[config.mk]
export PLATFORM = sky130hd
export DESIGN_NAME = fpmul_stream_flat
export DESIGN_NICKNAME = d
export VERILOG_FILES = /design/src/rtl/fpmul_pkg.sv /design/src/rtl/fpmul_stream_if.sv /design/src/rtl/fpmul_seq_mult.sv /design/src/rtl/fpmul_stream.sv /design/src/flat_wrapper.sv
export SDC_FILE = /design/constraint.sdc
export NUM_CORES = 1
export LEC_CHECK = 0
export CORE_MARGIN = 2
export CORE_UTILIZATION = 60
export DETAILED_ROUTE_END_ITERATION = 10
export PLACE_DENSITY = 0.78
export SLEW_MARGIN = 10
export SYNTH_ARGS = -nofsm -noshare
export SYNTH_HDL_FRONTEND = slang
export SYNTH_SLANG_ARGS = --single-unit
[constraint.sdc]
create_clock -name wb_clk_i -period 5.5 [get_ports wb_clk_i]
set_input_delay 0.55 -clock wb_clk_i [delete_from_list [all_inputs] [get_ports wb_clk_i]]
set_output_delay 0.55 -clock wb_clk_i [all_outputs]
set_load 0.02 [all_outputs]
[src/rtl/fpmul_pkg.sv]
// Shared types and sizing helpers for the streaming FP multiplier.
// Rounding mode is chosen by the FPMUL_RNE_EN macro in fpmul_stream.sv.
package fpmul_pkg;

    typedef enum logic [2:0] {
        ST_LOAD_A,
        ST_LOAD_B,
        ST_MUL,
        ST_NORM,
        ST_SEND
    } state_t;

    localparam int FLG_NAN = 3;
    localparam int FLG_INF = 2;
    localparam int FLG_OVF = 1;
    localparam int FLG_UNF = 0;

    function automatic int ni_f(input int fp_w, input int in_w);
        return (fp_w + in_w - 1) / in_w;
    endfunction

    function automatic int no_f(input int fp_w, input int out_w);
        return (fp_w + out_w - 1) / out_w;
    endfunction

    function automatic int bias_f(input int exp_w);
        return (1 << (exp_w - 1)) - 1;
    endfunction

endpackage

[src/rtl/fpmul_stream_if.sv]
// Operand/result stream bundle between a producer/consumer and fpmul_stream.
// The slave side is the multiplier, the master side drives operands.
interface fpmul_stream_if #(
    parameter int IN_W  = 16,
    parameter int OUT_W = 8
);
    logic [IN_W-1:0]  in_data;
    logic             in_valid;
    logic             in_ready;
    logic [OUT_W-1:0] out_data;
    logic             out_valid;
    logic             out_ready;
    logic [3:0]       flags;
    logic             busy;

    modport master (
        output in_data, in_valid, out_ready,
        input  in_ready, out_data, out_valid, flags, busy
    );

    modport slave (
        input  in_data, in_valid, out_ready,
        output in_ready, out_data, out_valid, flags, busy
    );
endinterface

[src/rtl/fpmul_seq_mult.sv]
// Sequential shift-add significand multiplier, one multiplier bit per cycle.
// o_done is high in the cycle whose closing edge writes the final partial sum.
module fpmul_seq_mult #(
    parameter int W = 24
) (
    input  logic           clk,
    input  logic           rst_n,
    input  logic           i_start,
    input  logic [W-1:0]   i_a,
    input  logic [W-1:0]   i_b,
    output logic           o_done,
    output logic [2*W-1:0] o_prod
);
    localparam int CW = $clog2(W + 1);

    logic [2*W-1:0] r_acc;
    logic [2*W-1:0] r_mcand;
    logic [W-1:0]   r_mplier;
    logic [CW-1:0]  r_cnt;
    logic           r_run;

    always_ff @(posedge clk) begin
        if (!rst_n) begin
            r_acc    <= '0;
            r_mcand  <= '0;
            r_mplier <= '0;
            r_cnt    <= '0;
            r_run    <= 1'b0;
        end else if (i_start) begin
            r_acc    <= '0;
            r_mcand  <= {{W{1'b0}}, i_a};
            r_mplier <= i_b;
            r_cnt    <= '0;
            r_run    <= 1'b1;
        end else if (r_run) begin
            if (r_mplier[0]) r_acc <= r_acc + r_mcand;
            r_mcand  <= r_mcand << 1;
            r_mplier <= r_mplier >> 1;
            r_cnt    <= r_cnt + 1'b1;
            if (r_cnt == CW'(W - 1)) r_run <= 1'b0;
        end
    end

    assign o_done = r_run && (r_cnt == CW'(W - 1));
    assign o_prod = r_acc;

endmodule

[src/rtl/fpmul_stream.sv]
// Chunk-streamed IEEE-style FP multiplier: load A, load B, shift-add, normalise, send.
// Define FPMUL_RNE_EN for round-to-nearest-even; default truncates toward zero.
module fpmul_stream
    import fpmul_pkg::*;
#(
    parameter int EXP_W = 8,
    parameter int MAN_W = 23,
    parameter int IN_W  = 16,
    parameter int OUT_W = 8
) (
    input  logic           wb_clk_i,
    input  logic           wb_rst_ni,
    fpmul_stream_if.slave  s_if
);
    localparam int FP_W = 1 + EXP_W + MAN_W;
    localparam int NI   = ni_f(FP_W, IN_W);
    localparam int NO   = no_f(FP_W, OUT_W);
    localparam int SW   = MAN_W + 1;
    localparam int ICW  = $clog2(NI + 1);
    localparam int OCW  = $clog2(NO + 1);
    localparam logic [EXP_W+1:0] BIAS_V = (EXP_W+2)'(bias_f(EXP_W));

    state_t               r_st;
    logic [ICW-1:0]       r_icnt;
    logic [OCW-1:0]       r_ocnt;
    logic [NI*IN_W-1:0]   r_abuf;
    logic [NI*IN_W-1:0]   r_bbuf;
    logic [FP_W-1:0]      r_res;
    logic [3:0]           r_flg;
    logic                 r_start;

    logic [FP_W-1:0]      w_a, w_b, w_res;
    logic [3:0]           w_flg;
    logic                 w_done;
    logic [2*SW-1:0]      w_prod;
    logic [NO*OUT_W-1:0]  w_opad;
    logic                 w_s, w_hi, w_inc;
    logic [EXP_W-1:0]     w_ea, w_eb;
    logic [MAN_W-1:0]     w_fa, w_fb, w_man;
    logic                 w_za, w_zb, w_ia, w_ib, w_na, w_nb;
    logic [MAN_W:0]       w_mr;
    logic [EXP_W+1:0]     w_exp, w_expr;
`ifdef FPMUL_RNE_EN
    logic                 w_g, w_st;
`endif

    assign w_a = r_abuf[FP_W-1:0];
    assign w_b = r_bbuf[FP_W-1:0];

    fpmul_seq_mult #(.W(SW)) u_mult (
        .clk     (wb_clk_i),
        .rst_n   (wb_rst_ni),
        .i_start (r_start),
        .i_a     ({1'b1, w_a[MAN_W-1:0]}),
        .i_b     ({1'b1, w_b[MAN_W-1:0]}),
        .o_done  (w_done),
        .o_prod  (w_prod)
    );

    always_comb begin
        w_s  = w_a[FP_W-1] ^ w_b[FP_W-1];
        w_ea = w_a[FP_W-2 -: EXP_W];
        w_eb = w_b[FP_W-2 -: EXP_W];
        w_fa = w_a[MAN_W-1:0];
        w_fb = w_b[MAN_W-1:0];
        w_za = (w_ea == '0);
        w_zb = (w_eb == '0);
        w_ia = (&w_ea) && (w_fa == '0);
        w_ib = (&w_eb) && (w_fb == '0);
        w_na = (&w_ea) && (w_fa != '0);
        w_nb = (&w_eb) && (w_fb != '0);
        w_hi = w_prod[2*SW-1];
        // Product is in [1,4); keep MAN_W bits below the leading one
        if (w_hi) begin
            w_man = w_prod[2*MAN_W -: MAN_W];
        end else begin
            w_man = w_prod[2*MAN_W-1 -: MAN_W];
        end
`ifdef FPMUL_RNE_EN
        if (w_hi) begin
            w_g  = w_prod[MAN_W];
            w_st = |w_prod[MAN_W-1:0];
        end else begin
            w_g  = w_prod[MAN_W-1];
            w_st = |w_prod[MAN_W-2:0];
        end
        w_inc = w_g & (w_st | w_man[0]);
`else
        w_inc = 1'b0;
`endif
        w_mr   = {1'b0, w_man} + {{MAN_W{1'b0}}, w_inc};
        w_exp  = {2'b00, w_ea} + {2'b00, w_eb} - BIAS_V
               + {{(EXP_W+1){1'b0}}, w_hi};
        w_expr = w_exp + {{(EXP_W+1){1'b0}}, w_mr[MAN_W]};
        w_res  = '0;
        w_flg  = '0;
        if (w_na || w_nb || (w_za && w_ib) || (w_ia && w_zb)) begin
            w_res = {1'b0, {EXP_W{1'b1}}, 1'b1, {(MAN_W-1){1'b0}}};
            w_flg[FLG_NAN] = 1'b1;
        end else if (w_ia || w_ib) begin
            w_res = {w_s, {EXP_W{1'b1}}, {MAN_W{1'b0}}};
            w_flg[FLG_INF] = 1'b1;
        end else if (w_za || w_zb) begin
            w_res = {w_s, {(FP_W-1){1'b0}}};
        end else if (!w_expr[EXP_W+1] &&
                     (w_expr[EXP_W:0] >= {1'b0, {EXP_W{1'b1}}})) begin
            w_res = {w_s, {EXP_W{1'b1}}, {MAN_W{1'b0}}};
            w_flg[FLG_INF] = 1'b1;
            w_flg[FLG_OVF] = 1'b1;
        end else if (w_expr[EXP_W+1] || (w_expr == '0)) begin
            w_res = {w_s, {(FP_W-1){1'b0}}};
            w_flg[FLG_UNF] = 1'b1;
        end else begin
            w_res = {w_s, w_expr[EXP_W-1:0], w_mr[MAN_W-1:0]};
        end
    end

    always_ff @(posedge wb_clk_i) begin
        if (!wb_rst_ni) begin
            r_st    <= ST_LOAD_A;
            r_icnt  <= '0;
            r_ocnt  <= '0;
            r_abuf  <= '0;
            r_bbuf  <= '0;
            r_res   <= '0;
            r_flg   <= '0;
            r_start <= 1'b0;
        end else begin
            r_start <= 1'b0;
            unique case (r_st)
                ST_LOAD_A: if (s_if.in_valid) begin
                    r_abuf[int'(r_icnt)*IN_W +: IN_W] <= s_if.in_data;
                    if (r_icnt == ICW'(NI - 1)) begin
                        r_icnt <= '0;
                        r_st   <= ST_LOAD_B;
                    end else begin
                        r_icnt <= r_icnt + 1'b1;
                    end
                end
                ST_LOAD_B: if (s_if.in_valid) begin
                    r_bbuf[int'(r_icnt)*IN_W +: IN_W] <= s_if.in_data;
                    if (r_icnt == ICW'(NI - 1)) begin
                        r_icnt  <= '0;
                        r_start <= 1'b1;
                        r_st    <= ST_MUL;
                    end else begin
                        r_icnt <= r_icnt + 1'b1;
                    end
                end
                ST_MUL: if (w_done) r_st <= ST_NORM;
                ST_NORM: begin
                    r_res  <= w_res;
                    r_flg  <= w_flg;
                    r_ocnt <= '0;
                    r_st   <= ST_SEND;
                end
                ST_SEND: if (s_if.out_ready) begin
                    if (r_ocnt == OCW'(NO - 1)) begin
                        r_ocnt <= '0;
                        r_st   <= ST_LOAD_A;
                    end else begin
                        r_ocnt <= r_ocnt + 1'b1;
                    end
                end
                default: r_st <= ST_LOAD_A;
            endcase
        end
    end

    always_comb begin
        w_opad = '0;
        w_opad[FP_W-1:0] = r_res;
    end

    assign s_if.in_ready  = (r_st == ST_LOAD_A) || (r_st == ST_LOAD_B);
    assign s_if.out_valid = (r_st == ST_SEND);
    assign s_if.out_data  = w_opad[int'(r_ocnt)*OUT_W +: OUT_W];
    assign s_if.flags     = r_flg;
    assign s_if.busy      = (r_st != ST_LOAD_A);

endmodule

[src/flat_wrapper.sv]
// flat-port wrapper written by rule: the top's interface ports become plain ports
module fpmul_stream_flat import fpmul_pkg::*;
#(
    parameter int EXP_W = 8,
    parameter int MAN_W = 23,
    parameter int IN_W  = 16,
    parameter int OUT_W = 8
)
  (wb_clk_i, wb_rst_ni, s_if_in_data, s_if_in_valid, s_if_out_ready, s_if_in_ready, s_if_out_data, s_if_out_valid, s_if_flags, s_if_busy);
  fpmul_stream_if #(.IN_W(IN_W), .OUT_W(OUT_W)) s_if_i ();
  input  logic wb_clk_i;
  input  logic wb_rst_ni;
  input wire logic [$bits(s_if_i.in_data)-1:0] s_if_in_data;
  input wire logic [$bits(s_if_i.in_valid)-1:0] s_if_in_valid;
  input wire logic [$bits(s_if_i.out_ready)-1:0] s_if_out_ready;
  output wire logic [$bits(s_if_i.in_ready)-1:0] s_if_in_ready;
  output wire logic [$bits(s_if_i.out_data)-1:0] s_if_out_data;
  output wire logic [$bits(s_if_i.out_valid)-1:0] s_if_out_valid;
  output wire logic [$bits(s_if_i.flags)-1:0] s_if_flags;
  output wire logic [$bits(s_if_i.busy)-1:0] s_if_busy;
  assign s_if_i.in_data = s_if_in_data;
  assign s_if_i.in_valid = s_if_in_valid;
  assign s_if_i.out_ready = s_if_out_ready;
  assign s_if_in_ready = s_if_i.in_ready;
  assign s_if_out_data = s_if_i.out_data;
  assign s_if_out_valid = s_if_i.out_valid;
  assign s_if_flags = s_if_i.flags;
  assign s_if_busy = s_if_i.busy;
  fpmul_stream #(.EXP_W(EXP_W), .MAN_W(MAN_W), .IN_W(IN_W), .OUT_W(OUT_W)) u_core (.wb_clk_i(wb_clk_i), .wb_rst_ni(wb_rst_ni), .s_if(s_if_i));
endmodule
Word level (Yosys, flattened, before mapping):

Index checks and enable logic that the tools add are counted.

* multiply operators: 0
* shifts and indexed selects: 3
* reduce and logical (&&, ||, !) cells: 38
* divide/modulo/power cells: 0
* order comparisons: 1
* mux-type cells: 36
* bitwise gates (word level): 2
* eq/ne operators: 14
* add/sub/neg operators: 8

Operators by type and width (number)
* 31-bit 2-to-1 mux: 4
* 24-bit 2-to-1 mux: 4
* 32-bit bitwise mux: 2
* 48-bit adder: 1
* 23-bit logical NOT: 2
* 23-bit nonzero test: 2
* 3-bit 2-to-1 mux: 11
* 6-bit negation with 33-bit output: 1
* 16-bit by 33-bit variable shift with 32-bit output, first input constant: 1
* 16-bit by 33-bit indexed part select with 32-bit output: 1
* 32-bit 2-to-1 mux: 1
* 32-bit by 7-bit indexed part select with 8-bit output: 1
* 23-bit 2-to-1 mux: 1
* 8-bit logical NOT: 2
* 8-bit AND reduction: 2
* 3-bit case mux with 5 select lines: 1
* 10-bit by 1-bit adder with 10-bit output: 1
* 10-bit logical NOT: 1
* 2-bit AND reduction: 5
* 10-bit by 7-bit subtractor with 10-bit output, second input constant: 1
* 8-bit by 8-bit adder with 9-bit output: 1
* 3-bit by 2-bit == test with 1-bit output, second input constant: 3
* 9-bit by 8-bit >= comparator with 1-bit output, second input constant: 1
* 1-bit logical AND: 8
* 22 further kinds: 44

* memory bits (writable): 0
* latch bits: 0
* output and inout port bits: 15
* memories kept: 0
* bits in registers: 235
* input port bits: 20
* ROM bits: 0

Depth between registers and ports, before layout:

* depth in word-level cells: 10
* depth in mapped cells: 16

By module:

From an unflattened synthesis, not the netlist that was laid out.

* cells, all modules: 1604
* area, all modules: 13171.4 µm²

Modules (own cells, without submodules)
* fpmul_seq_mult: area each 7738.7 µm², instances 1, cells an instance 955
* fpmul_stream: area each 5432.7 µm², instances 1, cells an instance 649

Worst setup path after synthesis:

No wires, ideal clock.

* kind: reg-to-reg
* from: reg u_core.u_mult.r_acc[47] (netlist: u_core.u_mult.o_prod[47])
* to: reg u_core.r_res[12]
* clock period less this slack: 3226 ps
* library setup time: 128 ps
* data required time: 5372 ps
* slack: 2274 ps
* data arrival time: 3098 ps
* cell stages (with the launch flop): 15
* path through: dfxtp_1 -> buf_4 -> buf_1 -> inv_1 -> ha_1 -> inv_1 -> ha_1 -> and2_1 -> nor2_1 -> or3b_2 -> nor4_1 -> o21ai_1 -> nand3_1 -> clkbuf_1 -> o21ai_1

* longest elaborated chain between the ends: 8

RTL lines
* start: declaration: RTL line fpmul_seq_mult.sv:16 `logic [2*W-1:0] r_acc;`
* start signal: assignment: RTL line fpmul_seq_mult.sv:36 `if (r_mplier[0]) r_acc <= r_acc + r_mcand;`
* branches (longest 4 deep; another with 10-bit by 1-bit adder with 10-bit output)
* 31-bit 2-to-1 mux (*): RTL line fpmul_stream.sv:105 `end else if (!w_expr[EXP_W+1] &&`
* 31-bit 2-to-1 mux (*): RTL line fpmul_stream.sv:103 `end else if (w_za || w_zb) begin`
* 31-bit 2-to-1 mux (*): RTL line fpmul_stream.sv:100 `end else if (w_ia || w_ib) begin`
* 32-bit 2-to-1 mux (*): RTL line fpmul_stream.sv:97 `if (w_na || w_nb || (w_za && w_ib) || (w_ia && w_zb)) begin`
* end signal: assignment: RTL line fpmul_stream.sv:152 `r_res <= w_res;`
* end: declaration: RTL line fpmul_stream.sv:28 `logic [FP_W-1:0] r_res;`

Mark *: on every way between the ends.
A chain may end at the register's enable or synchronous reset.

Worst setup path in the final report:

* from: reg u_core.r_bbuf[23]
* to: reg u_core.r_res[1]

* longest elaborated chain between the ends: 10

RTL lines
* start: declaration: RTL line fpmul_stream.sv:27 `logic [NI*IN_W-1:0] r_bbuf;`
* start signal: indexed assignment: RTL line fpmul_stream.sv:141 `r_bbuf[int'(r_icnt)*IN_W +: IN_W] <= s_if.in_data;`
* branches (longest 9 deep; another with 10-bit by 7-bit subtractor with 10-bit output)
* 32-bit 2-to-1 mux (*): RTL line fpmul_stream.sv:97

Marks and branches as above.

==> impl_metrics.toml <==
[run_status]
outcome = "completed"

[floorplanning]
die-width_um = 150
die_area_sq_mm = 0.0224
fp-row-count = 53
initial_utilization = 0.608
io_pins = 35
die_h_um = 150
core-area_sq_mm = 0.0210

[cts]
post_cts_buffers = 0
clk_pin_slew_worst_paths_ns = 0.06
htreeDepth = 1
cts_buffers = 26
cts_hold_buf = 0
cts-root-buf = "clkbuf_16"
post_cts_resized = 0
cts_num_sinks = 235
cts_tree = "yes"
cts_buffer_depth = 3
clk_latency_ns = 0.53

[synthesis]
yosysTopAreaCellShare = 0.369
syn-mean-instance-area_sq_um = 8.33
syn-num-nets = 1615
synth_enable_flop_cells = 0
yosysWarnings = 0
syn_inst = 1530
synth_top_area_cell = "dfxtp_1"
synth_seq_cells = 235
ys_types = 69
yosys-top-cells-area = "dfxtp_1 (37%), mux2i_1 (7.3%), nand2_1 (6.4%)"
synth-main-ff-cell = "dfxtp_1"
synth_area_sq_mm = 0.0127
ys_async_sr_fraction = 0
ys_seq_area_frac = 0.369

[place]
finalWeightedCongestion = 0.876
dpl.hpwl_mm = 21.0
port_buffers = 34

[global_route]
grt_antenna_before_repair = 0
grt-ovfl-total = 0
grt_util_all_layers = 0.273
grt_max_degree = 96
grt_pass1_wl_mm = 50.4
grt_pass1_vias = 10400

[layout]
fill_cells = 1726
final_nets = 1596
syn2layout_area_growth_pct = 9.64
layout-drive-gt1-share = 0.0505
num_antenna_cells = 0

[routing]
wirelength_mm = 30.6
drt-initial-drc-count = 780
drc_errors = 0
dr.pass1.iters = 5
vias_per_cell = 6.01
final_antenna_net_count = 0
vias = 10800
wl_per_cell_um = 17.0

[setup_path]
critPathKind = "reg -> reg"
cp_max_fo = 22
worstSetupStartpointType = "register"
critPathArrivalTime_ns = 4.52
slowest_stage = "nand3_1"
critPathMostFrequentCell = "nand2_1"
cp_data_required_time_ns = 5.93
max_stage_delay_ns = 0.75
cp-startpoint = "u_core.r_bbuf[23]$_SDFFE_PN0P_"
r2r_start = "u_core.r_bbuf[23]$_SDFFE_PN0P_"
crit_chain = "ha_1 > fa_1 > a21o_1 > a21oi_1 > xnor2_1 > nand2_1 > nor2_1 > nand2_1 > o21a_1 > o21ai_1 > nand3_1 > o21ai_0"
end_kind = "register"

[sta]
hold_ws_ns = 0.451
layout_min_cycle_time_ns = 4.09
fin_tns_setup_ns = 0
setup_viol = 0
tightest_slew_ns = 0.841
rsz0062_at_grt = "false"
fin_worst_skew_ns = 0.0162
timing.fmax_mhz = 245
period_share = 0.743
slew_headroom = 0.440
finalMaxSlewViolations = 0
final_hold_viol_count = 0

[worst_hold_path]
holdCritPathClass = "reg -> reg"
hold_start = "u_core.r_res[21]$_SDFFE_PN0P_"

[flow_run]
maxCapViolCount = 0

[pwr]
cellLeakagePower_nw = 5.12
fin_total_pwr_mw = 3.55
vdd_drop_max_mv = 0.321
power_density_mw_per_mm2 = 254
[where the power goes]
part           switching (mW)  internal, mW
Combinational          0.0838        0.0458
Clock                   0.679          1.01
Sequential             0.0126          1.71
[cell type report]
type | instances | area [sq um] | share of cell area
Clock inverter | 7 | 63.8 | 0.00457
Tap cell | 275 | 344 | 0.0246
Sequential cell | 235 | 4710 | 0.337
Timing Repair Buffer | 42 | 398 | 0.0285
Inverter | 24 | 90.1 | 0.00645
Multi-Input combinational cell | 1182 | 7600 | 0.544
Clock buffer | 36 | 769 | 0.0551
[kinds of logic after synthesis]
| logic type | count (synthesis) | synth area share |
|---|---|---|
| AO/OA/AOI/OAI | 391 | 0.190 |
| flip-flops | 235 | 0.369 |
| adder cells (fa/ha/maj) | 65 | 0.0650 |
| buffers and inverters | 113 | 0.0354 |
| AND/OR/NAND/NOR | 573 | 0.216 |
| XOR/XNOR | 51 | 0.0361 |
| multiplexers | 102 | 0.0880 |
[routing by layer]
metal	vias to the layer above	wire, um	GRT usage
met5	-	0	0
met4	0	1010	0.0972
met3	78	1370	0.0357
met2	261	14700	0.476
met1	5108	13600	0.347
li1	5384	-	-
[Yosys cell counts (13+ instances only)]
cell type	instances
nand4_1	22
a21oi_1	109
a21o_1	20
xnor2_1	28
nor3_1	15
nor2b_1	54
nor4_1	18
a21boi_0	35
a22oi_1	34
ha_1	63
dfxtp_1	235
o21ai_1	33
mux2i_1	93
nor2_1	88
nand2_1	219
inv_1	24
buf_1	13
and2_1	54
o21ai_0	87
nand3_1	60
xor2_1	22
clkbuf_1	70
[cell usage in the layout, fill, tap and decap left out, types with 35 or more instances in the layout]
| master | count |
|---|---|
| a21boi_0 | 35 |
| a21oi_1 | 109 |
| and2_1 | 54 |
| dfxtp_1 | 233 |
| ha_1 | 63 |
| mux2i_1 | 93 |
| nand2_1 | 219 |
| nand3_1 | 60 |
| nor2_1 | 87 |
| nor2b_1 | 54 |
| o21ai_0 | 87 |
[critical path: cells and delay by family (launching register included)]
| kind | cells | cell delay [ns] |
|---|---|---|
| and+or+nand+nor | 4 | 1.15 |
| DFF | 1 | 0.33 |
| AOI/OAI and AO/OA | 5 | 1.57 |
| xor gates and xnor gates | 1 | 0.29 |
| adders and majority gates | 2 | 0.64 |
[worst paths after layout]
path                                                      end  slack (ns)  cells past startpoint
worst min-delay path            u_core.r_res[21]$_SDFFE_PN0P_        0.45                      2
worst min register to register  u_core.r_res[21]$_SDFFE_PN0P_        0.45                      2
worst max-delay path             u_core.r_res[1]$_SDFFE_PN0P_        1.41                     12
worst max register to register   u_core.r_res[1]$_SDFFE_PN0P_        1.41                     12
[through the flow]
| stage | worst slack, ns | cells | instance area (sq um) | utilization |
|---|---|---|---|---|
| floorplan | 2.27 | 1530 | 12700 | - |
| global placement | 1.57 | 1758 | 13100 | 0.627 |
| detailed placement | 1.50 | 1758 | 13100 | 0.627 |
| CTS | 1.47 | 1801 | 14000 | 0.667 |
| global route | 1.07 | 1801 | 14000 | 0.667 |
| finish | 1.41 | 1801 | 14000 | 0.667 |
[registers in the layout, summed over array words and instances, names as in the netlist, 4 cells and up]
signal                  cells
u_core.u_mult.o_prod       48
u_core.u_mult.r_mcand      48
u_core.u_mult.r_cnt         5
u_core.r_bbuf              32
u_core.s_if.flags           4
u_core.r_res               32
u_core.r_abuf              32
u_core.u_mult.r_mplier     24
Note: power is estimated with default switching activity, not from simulation.
